$ cat config.mk
export PLATFORM = sky130hd
export DESIGN_NAME = sid_cmd_sequencer
export DESIGN_NICKNAME = d
export VERILOG_FILES = /design/src/rtl/sid_pkg.sv /design/src/rtl/sync_fifo.sv /design/src/rtl/sid_cmd_sequencer.sv
export SDC_FILE = /design/constraint.sdc
export NUM_CORES = 1
export LEC_CHECK = 0
export ABC_AREA = 1
export CAP_MARGIN = 10
export CELL_PAD_IN_SITES_DETAIL_PLACEMENT = 1
export CELL_PAD_IN_SITES_GLOBAL_PLACEMENT = 2
export CORE_MARGIN = 4
export CORE_UTILIZATION = 47
export CTS_BUF_LIST = sky130_fd_sc_hd__clkbuf_4 sky130_fd_sc_hd__clkbuf_8
export CTS_CLUSTER_DIAMETER = 50
export CTS_CLUSTER_SIZE = 30
export DETAILED_ROUTE_END_ITERATION = 16
export MAX_ROUTING_LAYER = met4
export PLACE_DENSITY = 0.85
export SKIP_CTS_REPAIR_TIMING = 1
export SLEW_MARGIN = 10
export SYNTH_ARGS = -nofsm -noshare
export SYNTH_HDL_FRONTEND = slang
export SYNTH_SLANG_ARGS = --single-unit
$ cat constraint.sdc
create_clock -name CLK_IN -period 6.55 [get_ports CLK_IN]
set_clock_uncertainty 0.2 [all_clocks]
set_input_delay 0.655 -clock CLK_IN [delete_from_list [all_inputs] [get_ports CLK_IN]]
set_output_delay 0.655 -clock CLK_IN [all_outputs]
set_load 0.02 [all_outputs]
$ cat src/rtl/sid_pkg.sv
`default_nettype none
// ============================================================================
//  Module      : sid_pkg
//  Description : Shared constants, entry layout and parser states for the
//                SID command sequencer.
//  Revision    : 1.0 - initial release
// ============================================================================
package sid_pkg;

    // Register address that turns an entry into a delay command
    localparam logic [4:0] DELAY_REG     = 5'h1F;
    // Channel select that writes every SID at once
    localparam logic [2:0] BROADCAST_SEL = 3'd7;

    // Queued entry layout: {sel, reg, data}
    localparam int DATA_W   = 8;
    localparam int DATA_LSB = 0;
    localparam int REG_W    = 5;
    localparam int REG_LSB  = 8;
    localparam int SEL_W    = 3;
    localparam int SEL_LSB  = 13;
    localparam int ENTRY_W  = 16;

    typedef enum logic [0:0] {
        WAIT_ADDR = 1'b0,
        WAIT_DATA = 1'b1
    } parser_state_e;

endpackage
`default_nettype wire

$ cat src/rtl/sync_fifo.sv
`default_nettype none
// ============================================================================
//  Module      : sync_fifo
//  Description : Single-clock FIFO. Pointers carry one extra wrap bit so full
//                and empty are unambiguous; dout shows the head entry whenever
//                the FIFO is not empty. Pushes while full are ignored.
//  Revision    : 1.0 - initial release
// ============================================================================
module sync_fifo #(
    parameter int WIDTH = 16,
    parameter int DEPTH = 16
) (
    input  logic             clk,
    input  logic             rst_n,
    input  logic             push,
    input  logic [WIDTH-1:0] din,
    input  logic             pop,
    output logic [WIDTH-1:0] dout,
    output logic             full,
    output logic             empty
);
    localparam int AW = $clog2(DEPTH);

    logic [AW:0]      wr_ptr_q, wr_ptr_d;
    logic [AW:0]      rd_ptr_q, rd_ptr_d;
    logic [WIDTH-1:0] mem_q [DEPTH];
    logic             do_push;
    logic             do_pop;

    assign full    = (wr_ptr_q[AW] != rd_ptr_q[AW]) &&
                     (wr_ptr_q[AW-1:0] == rd_ptr_q[AW-1:0]);
    assign empty   = (wr_ptr_q == rd_ptr_q);
    assign do_push = push && !full;
    assign do_pop  = pop && !empty;
    assign dout    = mem_q[rd_ptr_q[AW-1:0]];

    // Advance pointers on accepted push/pop
    always_comb begin
        wr_ptr_d = wr_ptr_q;
        rd_ptr_d = rd_ptr_q;
        if (do_push) wr_ptr_d = wr_ptr_q + (AW+1)'(1);
        if (do_pop)  rd_ptr_d = rd_ptr_q + (AW+1)'(1);
    end

    // Pointer registers
    always_ff @(posedge clk or negedge rst_n) begin
        if (!rst_n) begin
            wr_ptr_q <= '0;
            rd_ptr_q <= '0;
        end else begin
            wr_ptr_q <= wr_ptr_d;
            rd_ptr_q <= rd_ptr_d;
        end
    end

    // Storage array; contents need no reset since pointers define validity
    always_ff @(posedge clk) begin
        if (do_push) mem_q[wr_ptr_q[AW-1:0]] <= din;
    end

endmodule
`default_nettype wire

$ cat src/rtl/sid_cmd_sequencer.sv
`default_nettype none
// ============================================================================
//  Module      : sid_cmd_sequencer
//  Description : Turns UART byte pairs into timed SID register writes. A tick
//                divider paces the bus, a two-state parser builds entries, a
//                FIFO buffers them and one entry is issued per tick, with
//                delay commands and reset sequencing for SIDs and DACs.
//  Revision    : 1.0 - initial release
// ============================================================================
module sid_cmd_sequencer
    import sid_pkg::*;
#(
    parameter int NUM_SIDS         = 2,
    parameter int CLK_DIV          = 12,
    parameter int FIFO_DEPTH       = 16,
    parameter int DAC_RESET_TICKS  = 3,
    parameter int RX_TIMEOUT_TICKS = 255
) (
    input  logic                CLK_IN,
    input  logic                RSTn_i,
    input  logic [7:0]          rx_data,
    input  logic                rx_received,
    output logic                sid_ce_1m,
    output logic                sid_reset,
    output logic                dac_reset,
    output logic [NUM_SIDS-1:0] sid_we,
    output logic [4:0]          sid_addr,
    output logic [7:0]          sid_data,
    output logic                fifo_overflow,
    output logic                busy
);
    localparam int DIV_W = $clog2(CLK_DIV);
    localparam int DAC_W = (DAC_RESET_TICKS > 1) ? $clog2(DAC_RESET_TICKS) : 1;
    localparam int TO_W  = (RX_TIMEOUT_TICKS > 1) ? $clog2(RX_TIMEOUT_TICKS) : 1;

    localparam logic [DIV_W-1:0] DIV_LOAD = DIV_W'(CLK_DIV - 1);
    localparam logic [DAC_W-1:0] DAC_LAST = DAC_W'(DAC_RESET_TICKS - 1);
    localparam logic [TO_W-1:0]  TO_LAST  = TO_W'(RX_TIMEOUT_TICKS - 1);

    // ------------------------------------------------------------------
    // Tick divider and reset sequencing
    // ------------------------------------------------------------------
    logic [DIV_W-1:0] div_q, div_d;
    logic             sid_reset_q, sid_reset_d;
    logic             dac_reset_q, dac_reset_d;
    logic [DAC_W-1:0] dac_cnt_q, dac_cnt_d;
    logic             tick;

    assign tick = (div_q == '0);

    // Divider reload and SID/DAC reset release, all advanced on ticks
    always_comb begin
        div_d       = tick ? DIV_LOAD : div_q - DIV_W'(1);
        sid_reset_d = sid_reset_q;
        dac_reset_d = dac_reset_q;
        dac_cnt_d   = dac_cnt_q;
        if (tick) begin
            if (sid_reset_q) begin
                sid_reset_d = 1'b0;
                if (DAC_RESET_TICKS == 0) dac_reset_d = 1'b0;
            end else if (dac_reset_q) begin
                if (dac_cnt_q == DAC_LAST) dac_reset_d = 1'b0;
                else                       dac_cnt_d   = dac_cnt_q + DAC_W'(1);
            end
        end
    end

    // Divider and reset-sequencing registers
    always_ff @(posedge CLK_IN or negedge RSTn_i) begin
        if (!RSTn_i) begin
            div_q       <= DIV_LOAD;
            sid_reset_q <= 1'b1;
            dac_reset_q <= 1'b1;
            dac_cnt_q   <= '0;
        end else begin
            div_q       <= div_d;
            sid_reset_q <= sid_reset_d;
            dac_reset_q <= dac_reset_d;
            dac_cnt_q   <= dac_cnt_d;
        end
    end

    // ------------------------------------------------------------------
    // Byte-pair parser
    // ------------------------------------------------------------------
    parser_state_e      state_q, state_d;
    logic [SEL_W-1:0]   sel_q, sel_d;
    logic [REG_W-1:0]   reg_q, reg_d;
    logic [TO_W-1:0]    to_cnt_q, to_cnt_d;
    logic               fifo_push;
    logic [ENTRY_W-1:0] fifo_din;
    logic               fifo_full;
    logic               ovf_q, ovf_d;

    // Address byte latches sel/reg, data byte pushes; stale address times out
    always_comb begin
        state_d   = state_q;
        sel_d     = sel_q;
        reg_d     = reg_q;
        to_cnt_d  = to_cnt_q;
        fifo_push = 1'b0;
        fifo_din  = {sel_q, reg_q, rx_data};
        if (!sid_reset_q) begin
            case (state_q)
                WAIT_ADDR: begin
                    if (rx_received) begin
                        sel_d    = rx_data[7:5];
                        reg_d    = rx_data[4:0];
                        to_cnt_d = '0;
                        state_d  = WAIT_DATA;
                    end
                end
                WAIT_DATA: begin
                    if (rx_received) begin
                        fifo_push = 1'b1;
                        state_d   = WAIT_ADDR;
                    end else if (tick) begin
                        if (to_cnt_q == TO_LAST) begin
                            sel_d   = '0;
                            reg_d   = '0;
                            state_d = WAIT_ADDR;
                        end else begin
                            to_cnt_d = to_cnt_q + TO_W'(1);
                        end
                    end
                end
                default: state_d = WAIT_ADDR;
            endcase
        end
        ovf_d = ovf_q | (fifo_push & fifo_full);
    end

    // Parser registers and sticky overflow flag
    always_ff @(posedge CLK_IN or negedge RSTn_i) begin
        if (!RSTn_i) begin
            state_q  <= WAIT_ADDR;
            sel_q    <= '0;
            reg_q    <= '0;
            to_cnt_q <= '0;
            ovf_q    <= 1'b0;
        end else begin
            state_q  <= state_d;
            sel_q    <= sel_d;
            reg_q    <= reg_d;
            to_cnt_q <= to_cnt_d;
            ovf_q    <= ovf_d;
        end
    end

    // ------------------------------------------------------------------
    // Command FIFO
    // ------------------------------------------------------------------
    logic               fifo_pop;
    logic [ENTRY_W-1:0] fifo_dout;
    logic               fifo_empty;

    sync_fifo #(
        .WIDTH (ENTRY_W),
        .DEPTH (FIFO_DEPTH)
    ) u_fifo (
        .clk   (CLK_IN),
        .rst_n (RSTn_i),
        .push  (fifo_push),
        .din   (fifo_din),
        .pop   (fifo_pop),
        .dout  (fifo_dout),
        .full  (fifo_full),
        .empty (fifo_empty)
    );

    // ------------------------------------------------------------------
    // Issue stage: one entry per tick, delays and write windows
    // ------------------------------------------------------------------
    logic [SEL_W-1:0]    pop_sel;
    logic [REG_W-1:0]    pop_reg;
    logic [DATA_W-1:0]   pop_data;
    logic [7:0]          delay_q, delay_d;
    logic [NUM_SIDS-1:0] we_q, we_d;
    logic [4:0]          addr_q, addr_d;
    logic [7:0]          data_q, data_d;

    assign pop_sel  = fifo_dout[SEL_LSB  +: SEL_W];
    assign pop_reg  = fifo_dout[REG_LSB  +: REG_W];
    assign pop_data = fifo_dout[DATA_LSB +: DATA_W];

    // A write window lasts until the next tick; each tick either counts the
    // delay down or pops one entry and decodes it
    always_comb begin
        fifo_pop = 1'b0;
        delay_d  = delay_q;
        we_d     = tick ? '0 : we_q;
        addr_d   = addr_q;
        data_d   = data_q;
        if (tick && !sid_reset_q) begin
            if (delay_q != 8'd0) begin
                delay_d = delay_q - 8'd1;
            end else if (!fifo_empty) begin
                fifo_pop = 1'b1;
                if (pop_reg == DELAY_REG) begin
                    delay_d = pop_data;
                end else if (pop_sel == BROADCAST_SEL) begin
                    we_d   = '1;
                    addr_d = pop_reg;
                    data_d = pop_data;
                end else if (int'(pop_sel) < NUM_SIDS) begin
                    for (int i = 0; i < NUM_SIDS; i++) begin
                        if (pop_sel == 3'(i)) we_d[i] = 1'b1;
                    end
                    addr_d = pop_reg;
                    data_d = pop_data;
                end
            end
        end
    end

    // Issue-stage registers
    always_ff @(posedge CLK_IN or negedge RSTn_i) begin
        if (!RSTn_i) begin
            delay_q <= 8'd0;
            we_q    <= '0;
            addr_q  <= 5'd0;
            data_q  <= 8'd0;
        end else begin
            delay_q <= delay_d;
            we_q    <= we_d;
            addr_q  <= addr_d;
            data_q  <= data_d;
        end
    end

    assign sid_ce_1m     = tick;
    assign sid_reset     = sid_reset_q;
    assign dac_reset     = dac_reset_q;
    assign sid_we        = we_q;
    assign sid_addr      = addr_q;
    assign sid_data      = data_q;
    assign fifo_overflow = ovf_q;
    assign busy          = !fifo_empty || (delay_q != 8'd0);

endmodule
`default_nettype wire

Yosys cells after proc, flatten, opt, wreduce, memory -nomap -nowiden

Memory sizes are Yosys's and may differ from the RTL's.
Cells that the tools add are included.

Register bits after elaboration: 59
Latch bits: 0
Bits in writable memories: 256
Memory bits (read-only): 0
Bits of input ports: 11
Output and inout port bits: 20
Logic and storage cells: 110
Memories: 1

Memory list:

| memory       | depth | width | read ports | clocked after Yosys merged registers in | wr ports | RTL line        | text |
|---|---|---|---|---|---|---|---|
| u_fifo.mem_q | 16    | 16    | 1          | 0                                       | 1        | sync_fifo.sv:26 | `logic [WIDTH-1:0] mem_q [DEPTH];` |

Add/sub/neg operators: 6
Multipliers: 0
Divide/modulo/power cells: 0
Order comparisons: 1
Equal/unequal tests: 14
Shift-type cells: 0
Muxes and demuxes: 46
Bitwise gates (word level): 8
Reduce and logical (&&, ||, !) cells: 19

Operator list:

| kind                | count |
|---|---|
| $mux 8              | 9 |
| $mux 5              | 6 |
| $pmux 8 s2          | 1 |
| $mux 1              | 15 |
| $reduce_and 5->1    | 3 |
| $mux 2              | 7 |
| $mux 3              | 4 |
| $add 5x1->5 const B | 2 |
| $pmux 5 s2          | 1 |
| $add 8x1->8 const B | 1 |
| $eq 8x8->1 const B  | 1 |
| $ne 2x2->1 const B  | 4 |
| $reduce_bool 8->1   | 1 |
| $sub 8x1->8 const B | 1 |
| $not 1->1           | 6 |
| $pmux 3 s2          | 1 |
| $eq 5x5->1          | 1 |
| $eq 5x5->1 const B  | 1 |
| $eq 4x4->1          | 1 |
| $logic_and 1x1->1   | 4 |
| $logic_not 4->1     | 1 |
| $mux 4              | 1 |
| $ne 2x1->1 const B  | 2 |
| $reduce_and 4->1    | 1 |
| other kinds (16)    | 19 |

Logic depth before layout (Yosys ltp)

Gate-level depths: netlist (run 1).

Depth after elaboration: 9
Mapped depth: 19
Gate-level depth less buffers: 16

Cells and area by module

A second synthesis (run 1) with hierarchy kept.

Cells, all modules: 1320
Area, all modules: 13624.3 um2

By module, submodules not included:

| module            | instances | cells each | area each (um2) | sequential area each (um2) |
|---|---|---|---|---|
| sync_fifo         | 1         | 993        | 11096.9         | 7937.6 |
| sid_cmd_sequencer | 1         | 327        | 2527.4          | 1232.4 |

Worst setup path after synthesis (run 1)

No wires, ideal clock.

Path type: register to register
From: reg u_fifo.rd_ptr_q[0]
To: mem u_fifo.mem_q[11][0] (enable)
Library setup time: 0.388 ns
Data arrival time: 2.107 ns
Required time: 5.962 ns
Path slack: 3.854 ns
Cell stages (with the launch flop): 13
Period minus slack after synthesis: 2.696 ns
Path through: dfrtp_1 -> buf_6 -> inv_4 -> buf_6 -> buf_8 -> buf_6 -> nand2_1 -> a21oi_1 -> nand3b_1 -> nand2_1 -> inv_2 -> nand2_1 -> nor2_1

Cells in the longest elaborated chain, start to end: 6

Ends and longest elaborated chain:

| item                         | RTL line        | text |
|---|---|---|
| start, declared              | sync_fifo.sv:25 | `logic [AW:0] rd_ptr_q, rd_ptr_d;` |
| start signal, assigned       | sync_fifo.sv:52 | `rd_ptr_q <= rd_ptr_d;` |
| $eq 4x4->1                   | sync_fifo.sv:31 | `(wr_ptr_q[AW-1:0] == rd_ptr_q[AW-1:0]);` |
| $logic_and 1x1->1            | sync_fifo.sv:30 | `assign full = (wr_ptr_q[AW] != rd_ptr_q[AW]) &&` |
| $logic_not 1->1              | sync_fifo.sv:33 | `assign do_push = push && !full;` |
| $logic_and 1x1->1            | sync_fifo.sv:33 |  |
| $mux 1                       | sync_fifo.sv:58 | `if (do_push) mem_q[wr_ptr_q[AW-1:0]] <= din;` |
| $mux 1 (implied by the code) | sync_fifo.sv:58 |  |
| end, declared                | sync_fifo.sv:26 |  |

Every way passes these cells.

Final worst setup path (run 1)

From: reg u_fifo.rd_ptr_q[0]
To: out busy

Cells in the longest elaborated chain, start to end: 3

Ends and longest elaborated chain:

| item             | RTL line                 | text |
|---|---|---|
| $eq 5x5->1       | sync_fifo.sv:32          | `assign empty = (wr_ptr_q == rd_ptr_q);` |
| $logic_not 1->1  | sid_cmd_sequencer.sv:238 | `assign busy = !fifo_empty \|\| (delay_q != 8'd0);` |
| $logic_or 1x1->1 | sid_cmd_sequencer.sv:238 |  |
| end, declared    | sid_cmd_sequencer.sv:30  | `output logic busy` |

Every way passes these cells.

==> metrics.txt, run 1 <==
Hold WS=61.0 ps; Cell variety after synth=38; Setup Crit Path Kind=reg -> out; Setup WS post-layout=2160 ps; Area Growth Syn to Fin=10.7%; status=finished clean; measured slew at the worst slew-check pin=1110 ps; Slew Limit Fails=0; first-pass GRT wire length=56.3 mm; FF-to-FF path depth=17; Worst path slowest cell=dfrtp_4; final core occ=53.0%; Die Y-Extent=176 um; antenna violations before repair=0; startpoint types=register; Final setup viols=0; VDD IR-drop max=0.137 mV; largest family of logic cells by synthesized area=simple AND/OR/NAND/NOR gates; YS warnings=0; CTS tree=yes; cells along the critical path=buf_4, nand2_1, a21oi_1, nand3_1, nor2_1, inv_1, clkdlybuf4s50_1; total CTS buffers=35; Crit path arrival time=3530 ps; area of the multi-input gates=3520 um2; FP Rows=61; register area share after synthesis=68.8%; async set-reset flop share out of synthesis=18.7%; DIE AREA=31,100 um2; synthesized-area fraction occupied by adder cells=1.03%; sequential cell area=9180 um2; GRT Residual Overflow=0; pin count of the biggest net entering global routing=78; Final Hold Viols=0; CTS Buffer Depth=3; cell area after synthesis=13,300 um2; Worst slew margin=25.9%; maximum capacitance violations=0; Starting Density=47.9%; period utilization=67.0%; setup TNS=0 ps; Initial DRT Pass Iterations=5; CORE AREA=27,900 um2; min Tclk post-route=4390 ps; die outline width=176 um; Req. time, crit path=5690 ps; # DRC=0; Clk pin slew, worst setup/hold paths=100 ps; WL per Instance=22.2 um; post-synthesis xor/xnor area fraction=1.18%; DP HPWL=21.9 mm; post-route ant nets=0; DP Worst Slack=2660 ps; total power divided by cell area=287 nW/um2; main flop type after synthesis=edfxtp_1; critical path endpoint category=output port; Port Buffers=30; share of cells above drive strength 1=10.2%; routed wire length=36.6 mm; vias after detailed routing=9,084; Max stage delay on crit path=1000 ps; IO Count=31; Leak=5.56 nW; simple-gate share of the synthesized area=16.6%; syn_area_per_cell=11.0 um2; Synth Area in Compound Gates=7.24%; RSZ-0062 raised after global routing=false; 1st-iter DRT viols=883; nets@finish=1,268; number of inserted diodes=0; post-route non-filler standard cell count=1,650; total global-route track usage=24.4%; placer congestion estimate=0.782; synthesized instance count=1,208; Vias per Instance=5.51; Root Buffer=clkbuf_8; post-synthesis mux area share=0%; Fill cells=3,006; H-tree Lvls=2; number of synthesized flops with an enable pin=256; Clock Sink Count=315; largest fanout on the critical path=77; Clock Latency Late Sink=560 ps; Hold/Removal Path Class=in -> async; fmax=0.228 GHz; Synth Register Bits=315; Placed Cells=1,587; vias in the first global route=9,436; post-synthesis net count=1,230
==> metrics by stage <==
step                power [mW]  area (um2)
global route              4.40       14800
CTS                       4.26       14800
detailed placement        2.84       14000
floorplan                 2.65       13300
finish                    4.23       14800
global placement          2.81       14000
==> worst max-delay path, delay by kind of cell, from the launching register on <==
family / cells / cell delay (ps)
buffers and inverters: 3 / 1310
flip-flops: 1 / 1000
AO/OA/AOI/OAI: 1 / 210
AND/OR/NAND/NOR: 3 / 440
==> path summary, 6_finish.rpt <==
kind	to	startpoint	slack, ps
max	busy	u_fifo.rd_ptr_q[0]$_DFFE_PN0P_	2160
min	sid_data[2]$_DFFE_PN0P_	RSTn_i	60
max reg2reg	sid_data[1]$_DFFE_PN0P_	u_fifo.rd_ptr_q[0]$_DFFE_PN0P_	2630
min reg2reg	div_q[0]$_DFF_PN1_	div_q[0]$_DFF_PN1_	270
max in group asynchronous	u_fifo.rd_ptr_q[0]$_DFFE_PN0P_	RSTn_i	5410
min in group CLK_IN	div_q[0]$_DFF_PN1_	div_q[0]$_DFF_PN1_	270
==> registers in the layout, indices dropped and copies added (netlist names), 2 cells and up <==
name,count
u_fifo.wr_ptr_q,5
reg_q,5
u_fifo.rd_ptr_q,5
dac_cnt_q,2
sid_addr,5
delay_q,8
sid_we,2
sid_data,8
to_cnt_q,8
sel_q,3
u_fifo.mem_q,256
div_q,4
==> Yosys cell counts (3+ instances only) <==
cell	count	area, um2
buf_4	6	45.0
inv_1	82	308
nor3_1	8	40.0
a21oi_1	7	35.0
o211ai_1	19	143
dfrtp_1	54	1350
nand2_1	254	953
o21ai_1	23	115
nor2_1	184	691
buf_6	11	124
clkbuf_1	16	60.1
dfstp_2	5	131
nor2_2	5	31.3
inv_2	4	15.0
xnor2_1	5	43.8
buf_2	19	95.1
o22ai_1	18	113
nand2_2	3	18.8
o21ai_0	101	505
ha_1	11	138
xor2_1	13	114
edfxtp_1	256	7690
clkinv_1	3	11.3
nand3_1	83	415
==> per-layer routing <==
layer,share of wire [%],GRT usage [%]
met1,43,32.5
met2,49,39.7
met3,5.8,3.79
met4,2.4,6.80
met5,0,-
==> logic make-up after synthesis <==
logic type / count (synthesis)
xor gates and xnor gates: 18
AOI/OAI and AO/OA: 174
adders and majority gates: 11
buffers and inverters: 145
and+or+nand+nor: 545
DFF: 315
==> power by group <==
group | switching [mW] | internal [mW] | total, mW
Sequential | 0.129 | 2.36 | 2.49
Clock | 0.784 | 0.653 | 1.44
Combinational | 0.223 | 0.0788 | 0.302
==> layout make-up <==
cell class / instances / share of cell area [%]
Inverter: 90 / 2.31
Clock buffer: 42 / 3.79
Multi-Input combinational cell: 748 / 23.8
Timing Repair Buffer: 56 / 3.32
Tap cell: 378 / 3.20
Clock inverter: 21 / 1.41
Sequential cell: 315 / 62.1
==> placed cells by master, fill, tap and decap left out, types with 18 or more instances in the layout <==
cell type        count
nor2_1             169
dfrtp_1             52
o211ai_1            19
edfxtp_1           256
o21ai_1             23
o21ai_0            101
nor2_2              20
nand3_1             83
nand2_1            254
buf_4               26
o22ai_1             18
clkdlybuf4s50_1     29
clkbuf_8            39
inv_1               82
(Power assumes the default switching activity.)
==> run 2, diff against run 1 <==
--- a/config.mk
+++ b/config.mk
@@ -10,13 +10,13 @@
 export CELL_PAD_IN_SITES_DETAIL_PLACEMENT = 1
 export CELL_PAD_IN_SITES_GLOBAL_PLACEMENT = 2
 export CORE_MARGIN = 4
-export CORE_UTILIZATION = 47
+export CORE_UTILIZATION = 39
 export CTS_BUF_LIST = sky130_fd_sc_hd__clkbuf_4 sky130_fd_sc_hd__clkbuf_8
 export CTS_CLUSTER_DIAMETER = 50
 export CTS_CLUSTER_SIZE = 30
 export DETAILED_ROUTE_END_ITERATION = 16
 export MAX_ROUTING_LAYER = met4
-export PLACE_DENSITY = 0.85
+export PLACE_DENSITY = 0.75
 export SKIP_CTS_REPAIR_TIMING = 1
 export SLEW_MARGIN = 10
 export SYNTH_ARGS = -nofsm -noshare
==> constraint.sdc (replaced) <==
create_clock -name CLK_IN -period 4 [get_ports CLK_IN]
set_clock_uncertainty 0.2 [all_clocks]
set_input_delay 0.4 -clock CLK_IN [delete_from_list [all_inputs] [get_ports CLK_IN]]
set_output_delay 0.4 -clock CLK_IN [all_outputs]
set_load 0.02 [all_outputs]
==> metrics.txt, run 2 (same netlist as run 1, synthesis figures left out) <==
Reg power frac=56.5%; Worst Path Buf+Inv=3; GRT Residual Overflow=0; min Tclk post-route=3770 ps; vias after detailed routing=8,883; placer congestion estimate=0.779; antenna violations before repair=0; Final Total Pwr=7.24 mW; DP HPWL=21.9 mm; total global-route track usage=20.0%; fmax=0.265 GHz; sw power=1.90 mW; CP top delay family=buffers and inverters; Slew Limit Fails=0; Clock Sink Count=315; Crit path arrival time=3170 ps; routed wire length=35.4 mm; Final setup viols=0; sequential cell area=9180 um2; critical path endpoint category=output port; FP Rows=67; DIE AREA=37,200 um2; Req. time, crit path=3400 ps; Root Buffer=clkbuf_8; first-pass GRT wire length=54.9 mm; clock share of power=36.8%; number of inserted diodes=0; WL per Instance=20.5 um; vias in the first global route=9,295; P_int=5.34 mW; post-route ant nets=0; Hold/Removal Path Class=reg -> reg; commonest non-fill, non-tap cell in the layout=edfxtp_1; Fill cells=3,632; Vias per Instance=5.14; Port Buffers=30; Worst slew margin=27.3%; startpoint types=register; Clock Latency Late Sink=560 ps; Initial DRT Pass Iterations=5; total CTS buffers=38; VDD IR-drop max=0.216 mV; die outline width=193 um; setup TNS=0 ps; Die Y-Extent=193 um; most frequent cells in the layout=edfxtp_1, nand2_1, nor2_1, o21ai_0, nand3_1; CTS Buffer Depth=3; Starting Density=39.7%; Leak=5.64 nW; total power divided by cell area=482 nW/um2; pin count of the biggest net entering global routing=87; nets@finish=1,272; # DRC=0; CORE AREA=33,600 um2; RSZ-0062 raised after global routing=false; switch share=26.2%; CTS tree=yes; maximum capacitance violations=0; Max stage delay on crit path=670 ps; Worst path slowest cell=inv_1; measured slew at the worst slew-check pin=1090 ps; 1st-iter DRT viols=674; H-tree Lvls=2; Clk pin slew, worst setup/hold paths=80 ps; period utilization=94.3%; max FFs per register=256; share of cells above drive strength 1=10.6%; IO Count=31; Area Growth Syn to Fin=12.7%; largest fanout on the critical path=20; Final Hold Viols=0; area of the multi-input gates=3510 um2; Combinational Power Share=6.7%; cells along the critical path=inv_1, nor2_1, nor3_1, nand3_1, nor2_1, inv_1, clkdlybuf4s50_1; Setup Crit Path Kind=reg -> out; status=finished clean
==> run 2: through the flow <==
step | std cells | cell area (um2) | hold slack (ps) | util, % | worst slack [ps]
global route | 1727 | 15000 | 280 | 44.7 | 24.3
detailed placement | 1657 | 14100 | 259 | 42.0 | 791
global placement | 1657 | 14100 | 246 | 42.0 | 809
CTS | 1726 | 15000 | -178 | 44.7 | 232
floorplan | 1208 | 13300 | -95.6 | - | 1300
finish | 1727 | 15000 | 273 | 44.7 | 229
==> run 2: worst register-to-register path, cell delays in order (launching register included) <==
cell and delay [ps]:
dfrtp_1 420, inv_1 420, nor2_2 710, nand2_1 140, nand2_1 90, clkinv_1 80, nand2_1 210, nand2_2 130
o21ai_4 330, nand2_2 210, nand2_1 100, nand2_1 60
==> run 2: power groups by stage <==
stage                     registers (mW)  logic (mW)  clock network, mW
after floorplan                     4.07       0.266                  0
after global placement              4.16       0.477                  0
after CTS                           4.10       0.487               2.74
final                               4.09       0.482               2.67
after global routing                4.13       0.543               2.88
after detailed placement            4.17       0.484                  0
==> run 2: worst paths after layout <==
path,cells past startpoint,to,startpoint,slack [ps]
worst max-delay path,7,busy,u_fifo.rd_ptr_q[3]$_DFFE_PN0P_,230
worst min-delay path,2,dac_reset$_DFFE_PN1P_,dac_reset$_DFFE_PN1P_,270
worst max register to register,11,delay_q[4]$_DFFE_PN0P_,u_fifo.rd_ptr_q[3]$_DFFE_PN0P_,790
worst min register to register,2,dac_reset$_DFFE_PN1P_,dac_reset$_DFFE_PN1P_,270
max in group asynchronous,3,sid_addr[4]$_DFFE_PN0P_,RSTn_i,2400
min in group asynchronous,2,sid_we[1]$_DFF_PN0_,RSTn_i,350
==> run 2: final cells by class <==
class / count / share of cell area (%)
flip-flops and latches: 315 / 61.0
multi-input cells: 748 / 23.4
clock buffers: 44 / 4.03
well taps: 448 / 3.73
repair buffers: 57 / 3.50
inverters: 90 / 2.26
clock inverters: 25 / 2.06
==> run 2: routing by layer <==
layer	track usage [%]	part of all wire, %
met3	3.08	3.9
met5	-	0
met4	4.22	1.5
met2	32.2	48
met1	27.1	47
==> run 3, diff against run 2 <==
--- a/config.mk
+++ b/config.mk
@@ -10,11 +10,12 @@
 export CELL_PAD_IN_SITES_DETAIL_PLACEMENT = 1
 export CELL_PAD_IN_SITES_GLOBAL_PLACEMENT = 2
 export CORE_MARGIN = 4
-export CORE_UTILIZATION = 39
+export CORE_UTILIZATION = 40
 export CTS_BUF_LIST = sky130_fd_sc_hd__clkbuf_4 sky130_fd_sc_hd__clkbuf_8
 export CTS_CLUSTER_DIAMETER = 50
 export CTS_CLUSTER_SIZE = 30
 export DETAILED_ROUTE_END_ITERATION = 16
+export DONT_BUFFER_PORTS = 1
 export MAX_ROUTING_LAYER = met4
 export PLACE_DENSITY = 0.75
 export SKIP_CTS_REPAIR_TIMING = 1
==> metrics.txt, run 3 (same netlist as run 1, synthesis figures left out) <==
status=finished clean; FP Rows=66; DIE AREA=36,300 um2; total power divided by cell area=475 nW/um2; critical path endpoint category=output port; Starting Density=40.8%; pin count of the biggest net entering global routing=112; most frequent cells in the layout=edfxtp_1, nand2_1, nor2_1, o21ai_0, nand3_1; Fill cells=3,577; maximum capacitance violations=0; worst r2r src=u_fifo.rd_ptr_q[0]$_DFFE_PN0P_; Port Buffers=0; critical path depth=6; Final Hold Viols=0; CORE AREA=32,700 um2; min Tclk post-route=3490 ps; max FFs per register=256; 1st-iter DRT viols=552; Slew Limit Fails=0; sequential cell area=9180 um2; Worst Path Buf+Inv=2; startpoint types=register; IO Count=31; CTS Buffer Depth=3; fin area=14,700 um2; Setup WS post-layout=512 ps; Clk pin slew, worst setup/hold paths=90 ps; Req. time, crit path=3400 ps; Initial DRT Pass Iterations=7; top layer in use=met4; reg2reg setup slack=670 ps; vias after detailed routing=8,764; # DRC=0; H-tree Lvls=2; crit path from=u_fifo.rd_ptr_q[0]$_DFFE_PN0P_; Setup Crit Path Kind=reg -> out; VDD IR-drop max=0.257 mV; cells along the critical path=inv_4, nand2_1, a21oi_1, nand3_1, nor2_1, inv_1; nets@finish=1,249; DR WL met2=16.4 mm; routed wire length=35.5 mm; FF-to-FF path depth=16; Min-Delay Startpoint=rx_received; total global-route track usage=20.1%; met1 wire length=17.1 mm; Final Total Pwr=7.00 mW; commonest non-fill, non-tap cell in the layout=edfxtp_1; post-route ant nets=0; die outline width=191 um; Hold/Removal Path Class=in -> reg; CP endpoint=busy; Clock Sink Count=315; Area Growth Syn to Fin=10.6%; Worst slew margin=24.2%; FF-to-FF End=sid_addr[2]$_DFFE_PN0P_; Max stage delay on crit path=630 ps; Leak=5.52 nW; RSZ-0062 raised after global routing=false; placer congestion estimate=0.764; Crit path arrival time=2890 ps; share of cells above drive strength 1=10.3%; Placed Cells=1,620; largest fanout on the critical path=68; Clock Latency Late Sink=550 ps; Vias per Instance=5.16; Die Y-Extent=191 um; WL per Instance=20.9 um; Worst path slowest cell=dfrtp_4; antenna violations before repair=1; Root Buffer=clkbuf_8; Final setup viols=0; measured slew at the worst slew-check pin=1140 ps; DP HPWL=21.7 mm; first-pass GRT wire length=54.0 mm; placed inst area=13,800 um2; setup TNS=0 ps; DP Worst Slack=672 ps; CTS tree=yes; vias in the first global route=8,866; total CTS buffers=36; DR WL met3=1.54 mm; CP top delay family=buffers and inverters; period utilization=87.2%; post-route non-filler standard cell count=1,697; GRT Residual Overflow=0; fmax=0.287 GHz; area of the multi-input gates=3510 um2
run 3: cell types whose count changed in the layout (fill, tap and decap cells not counted), sizes merged:
cell / delta
buf: -1
bufinv: -1
clkdlybuf4s50: -29
clkinv: -2
diode: +2
dlygate4sd3: +9
inv: -2
run 3: area by class of cell:
cell class,count,share of cell area (%)
repair buffers,36,2.48
clock buffers,44,3.85
well taps,442,3.75
clock inverters,20,1.50
inverters,90,2.31
diodes,2,0.0340
flip-flops and latches,315,62.2
multi-input cells,748,23.8
run 3: worst min-delay path by stage:
stage	to	slack, ps	cells past startpoint
after CTS	dac_cnt_q[1]$_DFFE_PN0P_	-710	0
after global routing	fifo_overflow$_DFF_PN0_	60	3
after detailed placement	div_q[2]$_DFF_PN0_	-90	0
final	fifo_overflow$_DFF_PN0_	80	3
after global placement	div_q[2]$_DFF_PN0_	-90	0
after floorplan	dac_cnt_q[0]$_DFFE_PN0P_	-100	0
run 3: per-layer routing:
| metal | vias up | GRT usage [%] |
|---|---|---|
| met5 | - | - |
| met2 | 157 | 30.7 |
| met4 | 0 | 4.14 |
| met3 | 40 | 3.24 |
| li1 | 4135 | - |
| met1 | 4432 | 28.9 |
run 3: worst register-to-register path, cell delays in order, from the launching register on:
cell	delay, ps
dfrtp_4	630
inv_4	590
nand2_1	200
nand2_1	110
nand2_1	50
o21ai_1	110
nand2_1	70
nand2_1	130
inv_2	30
nand2_1	100
nand2_1	80
nand2_1	90
nand2_1	90
nor2_4	290
nand2_2	250
nand2_1	130
nand2_1	50
run 3: stage by stage:
step                      utilization (%)  hold slack (ps)
after floorplan                         -            -95.6
after global placement               42.3            -92.7
after detailed placement             42.3            -93.0
after CTS                            44.7             -715
after global routing                 45.1             55.7
final                                45.1             75.1
run 3: report_power, final:
| part | switching, mW | internal, mW |
|---|---|---|
| logic | 0.335 | 0.126 |
| clock network | 1.24 | 1.18 |
| registers | 0.245 | 3.87 |
